### src/rtl/instruction_memory.sv
// Purpose: splits a MIPS instruction word into its bit-fields and holds a classified copy in a decode register.
// Latency: the IS_* field outputs have zero latency; the q_* decode register has 1 cycle from in_valid.
// Backpressure: none; a new word can load on every in_valid cycle without stalling.
//
// Ports:
//   clk, rst_n     - rising-edge clock, asynchronous active-low reset
//   IS             - instruction word from fetch
//   IS_*           - raw opcode/rs/rt/immediate/funct fields, always live (not gated by reset or in_valid)
//   in_valid       - load the decode register this cycle
//   q_*            - registered word, extended immediates, jump target and opcode class
module instruction_memory #(
  parameter int DATA_W = 32
) (
  input  logic              clk,
  input  logic              rst_n,
  input  logic [DATA_W-1:0] IS,
  output logic [5:0]        IS_5_0,
  output logic [15:0]       IS_15_0,
  output logic [4:0]        IS_20_16,
  output logic [4:0]        IS_25_21,
  output logic [5:0]        IS_31_26,
  input  logic              in_valid,
  output logic              q_valid,
  output logic [31:0]       q_instr,
  output logic [4:0]        q_rd,
  output logic [4:0]        q_shamt,
  output logic [31:0]       q_imm_sext,
  output logic [31:0]       q_imm_zext,
  output logic [25:0]       q_jtarget,
  output logic              q_rtype,
  output logic              q_jtype,
  output logic              q_itype,
  output logic              q_illegal
);

  // Raw field taps: plain wires so X/Z on IS pass straight through.
  assign IS_5_0   = IS[5:0];
  assign IS_15_0  = IS[15:0];
  assign IS_20_16 = IS[20:16];
  assign IS_25_21 = IS[25:21];
  assign IS_31_26 = IS[31:26];

  logic [5:0] opcode;
  logic       is_rtype;
  logic       is_jtype;
  logic       is_legal;

  assign opcode   = IS[31:26];
  assign is_rtype = (opcode == 6'h00);
  assign is_jtype = (opcode == 6'h02) || (opcode == 6'h03);

  always_comb begin
    is_legal = 1'b0;
    case (opcode)
      6'h00, 6'h02, 6'h03, 6'h04, 6'h05, 6'h08, 6'h09,
      6'h0A, 6'h0C, 6'h0D, 6'h0F, 6'h23, 6'h2B: is_legal = 1'b1;
      default:                                  is_legal = 1'b0;
    endcase
  end

  // Class bits are registered explicitly (not re-derived from q_instr) so that
  // reset can force every class flag to 0 rather than reading as R-type.
  always_ff @(posedge clk or negedge rst_n) begin
    if (!rst_n) begin
      q_valid    <= 1'b0;
      q_instr    <= '0;
      q_rd       <= '0;
      q_shamt    <= '0;
      q_imm_sext <= '0;
      q_imm_zext <= '0;
      q_jtarget  <= '0;
      q_rtype    <= 1'b0;
      q_jtype    <= 1'b0;
      q_itype    <= 1'b0;
      q_illegal  <= 1'b0;
    end else begin
      q_valid <= in_valid;
      // Without in_valid only q_valid drops; the payload keeps its last value.
      if (in_valid) begin
        q_instr    <= IS[31:0];
        q_rd       <= IS[15:11];
        q_shamt    <= IS[10:6];
        q_imm_sext <= {{16{IS[15]}}, IS[15:0]};
        q_imm_zext <= {16'h0000, IS[15:0]};
        q_jtarget  <= IS[25:0];
        q_rtype    <= is_rtype;
        q_jtype    <= is_jtype;
        q_itype    <= !is_rtype && !is_jtype;
        q_illegal  <= !is_legal;
      end
    end
  end

endmodule

### config.mk
export PLATFORM = sky130hd
export DESIGN_NAME = instruction_memory
export DESIGN_NICKNAME = d
export VERILOG_FILES = /design/src/rtl/instruction_memory.sv
export SDC_FILE = /design/constraint.sdc
export NUM_CORES = 1
export LEC_CHECK = 0
export BUFFER_PORTS_ARGS = -buffer_cell sky130_fd_sc_hd__buf_2
export CAP_MARGIN = 20
export CORE_MARGIN = 8
export CORE_UTILIZATION = 35
export CTS_CLUSTER_SIZE = 25
export DETAILED_ROUTE_END_ITERATION = 8
export MAX_ROUTING_LAYER = met4
export PLACE_DENSITY = 0.74
export SLEW_MARGIN = 20
export SYNTH_ARGS = -nofsm -noshare
export SYNTH_HDL_FRONTEND = slang
export SYNTH_SLANG_ARGS = --single-unit
### constraint.sdc
create_clock -name clk -period 1.4 [get_ports clk]
set_input_delay 0.14 -clock clk [delete_from_list [all_inputs] [get_ports clk]]
set_output_delay 0.14 -clock clk [all_outputs]
set_load 0.01 [all_outputs]
Word level (Yosys, flattened, before mapping)
Memory sizes are Yosys's and may differ from the RTL's.
Index checks and enable logic that the tools add are counted.
{"block": "totals", "ff_bits": 105, "romBits": 64, "in_bits": 35, "out_inout_bits": 175, "elab_cells": 20, "n_memories": 1}
{"block": "classes", "eq_ne": 2, "reduce_logical": 6}
{"name": "(no name shown)", "depth": 64, "width": 1, "rd": 1, "rd_ports_with_merged_regs": 0, "wr": 0, "line": "54", "text": "case (opcode)"}
{"operator": "equality test 6 x 2 -> 1 bit (second input constant)", "n": 2}
{"operator": "zero test 6 bit", "n": 1}
{"operator": "zero test 1 bit", "n": 3}
{"operator": "logical AND 1 bit", "n": 1}
{"operator": "logical OR 1 bit", "n": 1}

Logic depth before layout (Yosys ltp)
Gate-level depths: netlist of the first run.
{"block": "logic_depth", "depth_word": 4, "depth_mapped": 4, "mapped_depth_nobuf": 3}

Worst setup path after synthesis of the first run
Ideal clock, no wire load.
{"block": "synth_path", "kind": "reg2reg", "from": "reg, netlist name q_instr[15]", "to": "reg q_instr[15]", "setup_ns": 0.125, "arrival_ns": 0.893, "t_required_ns": 1.275, "path_slack_ns": 0.382, "stages_incl_launch_ff": 2, "path_buffers": 0, "synth_period_minus_slack_ns": 1.018, "path_cell_list": "dfrtp_1 -> mux2_2"}
{"element": "end signal, assigned", "line": "80", "text": "q_instr <= IS[31:0];"}
{"element": "end, declared", "line": "24", "text": "output logic [31:0] q_instr,"}

==> impl_metrics.py, run 1 <==
metrics = {
    "min_path": {
        "holdPathEnd": "q_instr[21]",
        "min_path_type": "input pin to register",
        "holdPathStages": 2,
        "hold_path.startpoint": "IS[21]",
    },
    "timing": {
        "setup_viol": 0,
        "rsz0062_at_grt": "no",
        "finalWorstSetupSlack_ns": 0.2597,
        "drv_slew": 0,
        "period_share_pct": 81.45,
        "fin_crit_ns": 1.140,
        "finClkSkew_ns": 0,
        "fin_tns_setup_ns": 0,
        "clock.fmax_mhz": 877.0,
        "hold_viol_final": 0,
    },
    "setup_path": {
        "cp.required_ns": 1.26,
        "endpoint_kind": "output pin",
        "cp_top_family": "flip-flops",
        "crit_arrival_ns": 1.00,
        "critical_path.max_fanout": 22,
        "start_kind": "register",
        "cp_slowest_cell": "dfrtp_2",
        "rr_worst_depth": 1,
        "crit_chain": "buf_2",
        "rr_startpoint": "q_instr[15]",
        "crit_type": "register to output pin",
        "r2r-end": "q_instr[15]",
        "critPathBufInv": 1,
        "slowest_delay_ns": 0.52,
        "r2r_setup_slack_ns": 0.48,
    },
    "cts": {
        "htree_levels": 2,
        "cts_sinks": 37,
        "cts_post_setup_buffers_inserted": 0,
        "clockRootBuffer": "clkbuf_8",
        "clk_pin_slew_ns": 0.08,
        "cts_tree": "yes",
        "numCtsBuffers": 5,
        "clk_latency_ns": 0.28,
        "clock_path_buffers": 2,
    },
    "pwr": {
        "powerDensity_nw_per_um2": 1078,
        "p_leak_nw": 1.489,
        "ir_drop_v": 0.0005725,
        "total_power_w": 0.002903,
    },
    "global_route": {
        "antenna_found_initial": 0,
        "overflow": 0,
        "grt_pass1_wl_um": 8569,
        "track_usage_pct": 10.87,
        "grt_pass1_vias": 1680,
        "grt_max_degree": 41,
    },
    "synth": {
        "ys_top_cells_by_area": "buf_4 42%, dfrtp_1 38%, mux2_2 15%",
        "yosys.area.top_type": "buf_4",
        "ys_seq_area_share_pct": 37.51,
        "synthesis.area_um2": 2469,
        "synth.top_cell.area_share_pct": 41.97,
        "ys_ff_latch": 37,
        "synth_area_per_cell_um2": 10.59,
        "synth_cell_types": 18,
        "synth_warnings": 0,
        "synthCells": 233,
    },
    "place": {
        "post-place-ws_ns": 0.2213,
        "io_buffers": 193,
        "dp_hpwl_um": 4854,
        "place_congestion": 0.6980,
        "placement.cell_area_um2": 2595,
    },
    "layout": {
        "num_antenna_cells": 0,
        "final_layout_size_suffix_gt1_share_pct": 76.77,
        "nFillCells": 679,
        "syn_to_final_growth_pct": 9.123,
        "nets": 344,
        "regArea_um2": 927.1,
        "multi_input_area_um2": 528.0,
        "stdcell_area_um2": 2694,
    },
    "floorplanning": {
        "ios": 210,
        "start_util_pct": 36.34,
        "core_um2": 6794,
        "dieArea_um2": 9997,
        "rows": 30,
        "fp.dieH_um": 99.99,
        "die_w_um": 99.99,
    },
    "status": {
        "status": "finished, final reports clean",
    },
    "drt": {
        "first_pass_iters": 3,
        "viasPerCell": 3.914,
        "via_count": 1589,
        "drtAntennaViolNets": 0,
        "wl_per_cell_um": 14.38,
        "drc": 0,
        "routed_wl_um": 5839,
        "drt_iter0_drc": 7,
    },
    "flow_run": {
        "maxCapViolCount": 0,
    },
}
[cells by family (layout without fill, tap and decap cells)]
| logic type | count (synthesis) | after routing | share of synthesized area, % |
|---|---|---|---|
| AO/OA/AOI/OAI | 7 | 7 | 1.875 |
| XOR/XNOR | 1 | 1 | 0.3549 |
| buffers and inverters | 146 | 208 | 43.39 |
| flip-flops | 37 | 37 | 37.51 |
| multiplexers | 32 | 32 | 14.60 |
| other | 1 | 16 | 0.1519 |
| AND/OR/NAND/NOR | 9 | 9 | 2.129 |
[layer usage]
| layer | vias up | routed length [um] | track usage [%] |
|---|---|---|---|
| met5 | - | 0 | - |
| met4 | 0 | 61 | 3.488 |
| met3 | 8 | 831 | 5.606 |
| met2 | 111 | 2998 | 19.70 |
| met1 | 723 | 1947 | 9.538 |
| li1 | 747 | - | - |
[where the power goes]
part	switching (W)	internal, W
clock network	0.000395	0.000351
logic	0.000500	0.000399
registers	0.0000911	0.00117
total	0.000986	0.00192
[area by class of cell]
type	instances	share of cell area, %
Clock buffer	6	2.694
Timing Repair Buffer	196	37.71
Tap cell	96	4.459
Multi-Input combinational cell	65	19.60
Clock inverter	2	0.5574
Sequential cell	37	34.42
Inverter	4	0.5574
[stage by stage]
| step | hold WS (ns) | std cells | utilization (%) |
|---|---|---|---|
| floorplan | -0.1556 | 248 | - |
| global placement | 0.1204 | 397 | 38.20 |
| detailed placement | 0.1246 | 397 | 38.20 |
| CTS | 0.07880 | 406 | 39.63 |
| global route | 0.07943 | 406 | 39.65 |
| finish | 0.09368 | 406 | 39.65 |
[synth_stat cells (all sizes together)]
cell type and n:
o221a 1, nor3 1, or4 1, inv 4
dfrtp 37, a21oi 2, xor2 1, o21ai 1
mux2 32, buf 142, nand2b 1, conb 1
o31ai 1, o22ai 2, nor2 2, nand2 3
and2 1
[repair_timing]
action,CTS,global route
endpoints found under the setup margin,0,21
gates resized for setup,0,1
hold buffers,1,0
endpoints found under the hold margin,37,0
[worst max-delay path by stage]
stage | cells after the start | start | endpoint
floorplan | 1 | q_instr[15] | q_instr[15]
global placement | 4 | IS[31] | q_itype
detailed placement | 4 | IS[31] | q_itype
CTS | 1 | q_instr[15] | q_imm_sext[18]
global route | 1 | q_instr[15] | q_imm_sext[18]
finish | 1 | q_instr[15] | q_imm_sext[19]
[flip-flops by register name (all words and copies together) (netlist names)]
register and count:
q_jtype 1, q_instr 32, q_valid 1, q_rtype 1, q_itype 1, q_illegal 1
[placed cells by master, fill, tap and decap left out, types with 2 or more instances in the layout]
master	synthesis	routed
buf_2	4	193
dfrtp_1	37	36
inv_1	4	4
nand2_1	3	3
o22ai_1	2	2
clkinvlp_4	0	2
conb_1	1	16
a21oi_1	2	2
mux2_2	32	32
nor2_1	2	2
buf_12	0	2
clkbuf_8	0	5
(Power assumes the default switching activity.)
==> inputs of run 2 (changes only) <==
Clock period 1.4 ns to 1.2 ns, I/O delays scaled along.
==> impl_metrics.py, run 2 (synthesis gave the netlist of run 1 again) <==
metrics = {
    "floorplanning": {
        "ios": 210,
        "start_util_pct": 36.34,
        "fp.dieH_um": 99.99,
        "dieArea_um2": 9997,
        "rows": 30,
        "core_um2": 6794,
        "die_w_um": 99.99,
    },
    "setup_path": {
        "startpoint": "q_instr[15]",
        "slowest_delay_ns": 0.41,
        "crit_chain": "clkbuf_4 > buf_2",
        "crit_arrival_ns": 1.02,
        "crit_type": "register to output pin",
        "cp.required_ns": 1.08,
        "rr_startpoint": "q_instr[15]",
        "cp_top_family": "flip-flops",
        "critical_path.max_fanout": 11,
        "start_kind": "register",
        "cp_slowest_cell": "dfrtp_2",
        "endpoint_kind": "output pin",
        "critPathBufInv": 2,
        "r2r_setup_slack_ns": 0.24,
    },
    "layout": {
        "largest_register_ffs": 32,
        "nets": 347,
        "layout.cells.non_filler": 409,
        "final_layout_size_suffix_gt1_share_pct": 77.32,
        "top_register": "q_instr",
        "final_cell_mix": "193 x buf_2, 36 x dfrtp_1, 32 x mux2_2, 16 x conb_1, 6 x clkbuf_8",
        "syn_to_final_growth_pct": 11.35,
        "num_antenna_cells": 0,
        "final_util_pct": 40.46,
        "final_common_cell": "buf_2",
    },
    "timing": {
        "rsz0062_at_grt": "no",
        "period_share_pct": 94.69,
        "finalWorstSetupSlack_ns": 0.06376,
        "finClkSkew_ns": 0,
        "setup_viol": 0,
        "clock.fmax_mhz": 880.1,
        "fin_tns_setup_ns": 0,
        "drv_slew": 0,
        "hold_viol_final": 0,
        "fin_crit_ns": 1.136,
    },
    "drt": {
        "routed_wl_um": 6044,
        "drc": 0,
        "via_count": 1600,
        "drtAntennaViolNets": 0,
        "first_pass_iters": 4,
        "drt_iter0_drc": 11,
        "wl_per_cell_um": 14.78,
        "viasPerCell": 3.912,
    },
    "place": {
        "io_buffers": 193,
        "post-place-ws_ns": 0.07435,
        "dp_hpwl_um": 4958,
        "dpl.cell_count": 398,
        "place_congestion": 0.7159,
    },
    "cts": {
        "numCtsBuffers": 5,
        "clk_latency_ns": 0.29,
        "clockRootBuffer": "clkbuf_8",
        "cts_tree": "yes",
        "clk_pin_slew_ns": 0.08,
        "cts_sinks": 37,
        "clock_path_buffers": 2,
        "htree_levels": 2,
    },
    "min_path": {
        "min_path_type": "input pin to register",
        "hold_path.startpoint": "IS[21]",
    },
    "global_route": {
        "overflow": 0,
        "grt_pass1_vias": 1665,
        "antenna_found_initial": 0,
        "grt_max_degree": 41,
        "track_usage_pct": 10.88,
        "grt_pass1_wl_um": 8576,
    },
    "pwr": {
        "p_leak_nw": 1.523,
        "ir_drop_v": 0.0004354,
        "powerDensity_nw_per_um2": 1335,
    },
    "flow_run": {
        "maxCapViolCount": 0,
    },
    "status": {
        "status": "finished, final reports clean",
    },
}
==> run 2: area by class of cell <==
class / instances / area (um2)
clock buffer: 6 / 82.58
clock inverter: 2 / 37.54
fill: 678 / 4045
inverter: 4 / 15.01
multi-input combinational: 65 / 528.0
sequential: 37 / 927.1
tap: 96 / 120.1
timing repair buffer: 199 / 1039
==> run 2: per-stage QoR <==
stage | power (W) | hold WS [ns] | instance area (um2)
final | 0.003669 | 0.07269 | 2749
after detailed placement | 0.002562 | 0.07291 | 2603
after global routing | 0.003870 | 0.05489 | 2749
after floorplan | 0.002449 | -0.1756 | 2525
after global placement | 0.002544 | 0.06694 | 2603
after CTS | 0.003744 | 0.05868 | 2734
==> run 2: timing repair <==
action,in CTS,in global routing
hold buffers,1,0
setup buffers,0,2
resized for setup,1,0
endpoints found under the setup margin,21,21
pin swaps,0,0
hold endpoints to repair,14,0
==> run 2: path summary, 6_finish.rpt <==
| path | endpoint | cells past startpoint |
|---|---|---|
| hold / removal | q_instr[21] | 2 |
| hold reg to reg | q_instr[29] | 1 |
| max in group asynchronous | q_instr[17] | 3 |
| setup reg to reg | q_instr[15] | 2 |
| min in group asynchronous | q_instr[0] | 2 |
| setup / recovery | q_imm_zext[15] | 2 |
==> run 2: routing by layer <==
metal,wire length [um],up-vias,global-route usage [%]
met1,2004,737,9.312
met2,3232,111,20.52
met5,0,-,-
met3,778,4,5.329
met4,29,0,2.791
li1,-,748,-
==> run 2: where the power goes <==
group | leakage, nW | total [W] | internal (W) | switching [W]
clock network | 0.0574 | 0.00114 | 0.000676 | 0.000462
logic | 1.03 | 0.00108 | 0.000476 | 0.000600
registers | 0.433 | 0.00145 | 0.00136 | 0.0000922
total | 1.52 | 0.00367 | 0.00251 | 0.00116
